==> src/rtl/crc_engine_param.sv <==
// crc_engine_param: parametrised frame-aware CRC generator with sof/eof framing and partial last word
module crc_engine_param #(
  parameter int              CRC_W   = 16,
  parameter logic [CRC_W-1:0] POLY   = 16'h1021,
  parameter logic [CRC_W-1:0] INIT   = 16'hFFFF,
  parameter bit              REFIN   = 1'b0,
  parameter bit              REFOUT  = 1'b0,
  parameter logic [CRC_W-1:0] XOR_OUT = 16'h0000,
  parameter int              DATA_W  = 8,
  parameter int              NB_W    = (DATA_W / 8 > 1) ? $clog2(DATA_W / 8) : 1
) (
  input  logic              clk,
  input  logic              reset,
  input  logic              vld,
  input  logic              sof,
  input  logic              eof,
  input  logic [DATA_W-1:0] din,
  input  logic [NB_W-1:0]   din_nbytes,
  output logic [CRC_W-1:0]  crc_dout,
  output logic              crc_vld,
  output logic              busy,
  output logic              frame_err
);
  typedef enum logic {IDLE, RUN} state_t;
  state_t state, state_nxt;
  logic [CRC_W-1:0] crc_state, crc_nxt, crc_fin;
  logic accept, fin;

  function automatic logic [7:0] rev8(input logic [7:0] x);
    logic [7:0] r;
    for (int i = 0; i < 8; i++) r[i] = x[7-i];
    return r;
  endfunction

  function automatic logic [CRC_W-1:0] revc(input logic [CRC_W-1:0] x);
    logic [CRC_W-1:0] r;
    for (int i = 0; i < CRC_W; i++) r[i] = x[CRC_W-1-i];
    return r;
  endfunction

  // Bytes past din_nbytes on the eof word leave the register untouched.
  always_comb begin : datapath
    logic [CRC_W-1:0] c;
    logic [7:0] d;
    c = sof ? INIT : crc_state;
    d = '0;
    for (int b = 0; b < DATA_W / 8; b++) begin
      d = REFIN ? rev8(din[DATA_W-1-8*b -: 8]) : din[DATA_W-1-8*b -: 8];
      if (!eof || b <= int'(din_nbytes))
        for (int i = 7; i >= 0; i--) c = {c[CRC_W-2:0], 1'b0} ^ ((c[CRC_W-1] ^ d[i]) ? POLY : '0);
    end
    crc_nxt = c;
  end

  always_comb begin
    accept    = vld && (sof || state == RUN);
    fin       = accept && eof;
    state_nxt = fin ? IDLE : accept ? RUN : state;
    crc_fin   = (REFOUT ? revc(crc_nxt) : crc_nxt) ^ XOR_OUT;
    busy      = state == RUN;
  end

  always_ff @(posedge clk or posedge reset) begin
    if (reset) begin
      state     <= IDLE;
      crc_state <= INIT;
      crc_dout  <= '0;
      crc_vld   <= 1'b0;
      frame_err <= 1'b0;
    end else begin
      state     <= state_nxt;
      crc_state <= fin ? INIT : accept ? crc_nxt : crc_state;
      crc_vld   <= fin;
      if (fin) crc_dout <= crc_fin;
      frame_err <= vld && (sof ? busy : !busy);
    end
  end
endmodule
==> config.mk <==
export PLATFORM = sky130hd
export DESIGN_NAME = crc_engine_param
export DESIGN_NICKNAME = d
export VERILOG_FILES = /design/src/rtl/crc_engine_param.sv
export SDC_FILE = /design/constraint.sdc
export NUM_CORES = 1
export LEC_CHECK = 0
export CORE_MARGIN = 2
export CORE_UTILIZATION = 45
export DETAILED_ROUTE_END_ITERATION = 10
export PLACE_DENSITY = 0.76
export SETUP_SLACK_MARGIN = 0.15
export SYNTH_ARGS = -nofsm -noshare
export SYNTH_HDL_FRONTEND = slang
export SYNTH_SLANG_ARGS = --single-unit
==> constraint.sdc <==
create_clock -name clk -period 1.39 [get_ports clk]
set_input_delay 0.417 -clock clk [delete_from_list [all_inputs] [get_ports clk]]
set_output_delay 0.417 -clock clk [all_outputs]
set_load 0.01 [all_outputs]
==> impl_metrics.tcl <==
set metrics [dict create \
    final_cell_mix "buf_4 (30), nor2_1 (21), buf_2 (20)" \
    p_leak_uw 0.001429 \
    synth_simple_gate_area_share_pct 13.09 \
    die_width_microns 68.19 \
    combPwrFrac_pct 47.5 \
    ys_seq_area_share_pct 48.31 \
    antenna_found_initial 0 \
    finalCriticalPeriod_ps 1503 \
    period_share_pct 108.1 \
    crit_buf_inv 0 \
    cp.required_ps 1600 \
    drt_wl_total_mm 5.669 \
    synth_warnings 0 \
    cap_viol_max_count 0 \
    crit_start "crc_state[9]" \
    ys_types 29 \
    synth_compound_area_share_pct 11.40 \
    synth-xor-area-share_pct 22.94 \
    grt_max_degree 36 \
    drtIter0Drc 129 \
    path_cells "xnor2_2 -> nor2_2 -> xnor3_1 -> o21ai_1" \
    path_delay_family "flip-flops" \
    slew_violations 0 \
    fp.dieH_microns 68.19 \
    min_path_type "in -> async" \
    synthAdderAreaFrac_pct 0.6748 \
    worstPathArrival_ps 1710 \
    clk_pin_slew_ps 90 \
    violations "setup timing" \
    switching_power_uw 1762 \
    num-nets-final 274 \
    power.internal_uw 3278 \
    switching_share_pct 34.95 \
    cts_inserted_buffers 5 \
    crit-reg2reg-launch "crc_state[9]" \
    initial_core_util_pct 46.69 \
    setup_ws_ps -112.9 \
    netlist.area_leader.share_pct 25.64 \
    cts_max_level 2 \
    grt_pass1_wl_mm 7.741 \
    clockBufferDepth 2 \
    first_global_vias 1555 \
    cts_tree "built" \
    insertion_delay_ps 300 \
    rows 23 \
    power.density_nw_per_um2 1651 \
    drt.antenna.violating_nets 0 \
    track_usage_pct 24.02 \
    dp_hpwl_mm 2.679 \
    routabilityCongestion 0.7770 \
    cts_sinks 35 \
    clockRootBuffer "clkbuf_8" \
    design.die.area_sq_um 4650 \
    dr.pass1.iters 4 \
    final_common_cell "buf_4" \
    drc_errors 0 \
    vias 1649 \
    cp-end-kind "register" \
    crit_path_max_incr_delay_ps 600 \
    critPathLaunchType "register" \
    netlist_top_cells_area "dfrtp_1 (26%), dfstp_2 (23%), xnor2_1 (9.4%)" \
    syn_inst 184 \
    hold_buffers 0 \
    netlist_area_sq_um 1854 \
    seq_power_share_pct 33.0 \
    final.setup.tns_ps -754.7 \
    synthMuxAreaShare_pct 0 \
    syn_avg_cell_area_sq_um 10.08 \
    cpMaxStageDelayCell "dfstp_2" \
    skew_ps 17.60 \
    rsz0062_at_grt "true" \
    final_core_util_pct 76.87 \
    port_buffers 31 \
    diodes 0 \
    status "finished with violations" \
    area_growth_pct 64.64 \
    coreArea_sq_um 3971 \
    tightest_slew_ps 448.5 \
    io_pins 33 \
    syn_nets 199 \
    clock.fmax_ghz 0.6654 \
    layout-drive-gt1-share_pct 62.69 \
    path_max_fanout 3 \
    yosysTopAreaCell "dfrtp_1" \
    synth-seq-cells 35 \
    synth_top_family_by_area "XOR/XNOR gates" \
    wire_per_inst_microns 18.29 \
    fillers 239 \
    crit_type "reg -> reg" \
    viasPerCell 5.319 \
    ir_worst_vdd_v 0.0008216 \
    slew_headroom_pct 69.95 \
    pwr-share-clk_pct 19.5 \
    final-setup-viol-count 14 \
    overflow 0 \
    hold_violations 0 \
]
-- per-stage QoR --
step                std cells  area (sq um)  setup WS [ps]  hold slack [ps]  power (uW)
finish                    310          3053         -112.9            469.4        5040
floorplan                 184          1947         -266.3            504.3        2704
detailed placement        277          2425         -694.2            473.2        3395
global placement          277          2425         -654.7            464.8        3361
CTS                       299          2887         -62.64            479.0        4707
global route              310          3053         -161.7            514.6        5298
-- layer usage --
metal	GRT usage [%]	vias up	wire length (microns)
met1	28.79	808	2313
met5	0	-	0
met4	13.00	0	219
met2	40.05	71	2828
met3	5.428	21	307
li1	-	749	-
-- power groups by stage --
| stage | Combinational, uW | Clock, uW | Sequential [uW] |
|---|---|---|---|
| 2_1_floorplan | 1040 | 0 | 1670 |
| 3_3_place_gp | 1740 | 0 | 1620 |
| 3_5_place_dp | 1770 | 0 | 1630 |
| 4_1_cts | 2100 | 975 | 1630 |
| 5_1_grt | 2560 | 1050 | 1690 |
| 6_report | 2400 | 984 | 1660 |
-- logic make-up after synthesis --
group,after synthesis
simple gates,59
compound gates,39
xor+xnor,35
flops,35
buf+inv,15
fa+ha+maj,1
-- sequential cells by signal, summed over array words and instances, names as in the netlist --
signal / count
crc_dout: 16
frame_err: 1
busy: 1
crc_state: 16
crc_vld: 1
-- path summary, 6_finish.rpt --
check	to	slack, ps	cells after the start
max	crc_dout[6]	-110	4
min	crc_dout[9]	470	3
max reg2reg	crc_dout[6]	-110	4
min reg2reg	crc_dout[2]	490	2
max in group asynchronous	crc_state[2]	650	3
min in group clk	crc_dout[2]	490	2
-- cell usage after synthesis (all sizes together) --
library cell,number
clkbuf,5
o21a,1
nand3,1
dfstp,16
ha,1
nor3,2
nor2b,3
buf,6
a31oi,1
dfrtp,19
nand2,23
xor2,8
xnor3,7
or3,1
xnor2,20
o22ai,1
nand4,1
a211oi,2
o21ai,17
inv,4
a21oi,16
o31ai,1
nor2,28
-- repair_timing --
item,4_1_cts,5_1_grt
gates resized for setup,167,19
pin swaps,29,18
setup buffers,10,11
setup endpoints to repair,53,51
gates cloned,4,0
-- worst register-to-register path, delay by kind of cell (launching register included) --
| family | cells | cell delay [ps] |
|---|---|---|
| xor+xnor | 2 | 470 |
| simple gates | 1 | 190 |
| flops | 1 | 600 |
| compound gates | 1 | 160 |
-- final cells by class --
| class | count | area, sq um | share of cell area (%) |
|---|---|---|---|
| clock buffers | 6 | 82.58 | 2.705 |
| clock inverters | 2 | 35.03 | 1.148 |
| inverters | 4 | 25.02 | 0.8197 |
| multi-input cells | 134 | 1236 | 40.49 |
| flip-flops and latches | 35 | 895.9 | 29.34 |
| well taps | 50 | 62.56 | 2.049 |
| repair buffers | 79 | 715.7 | 23.44 |
(Power assumes the default switching activity.)
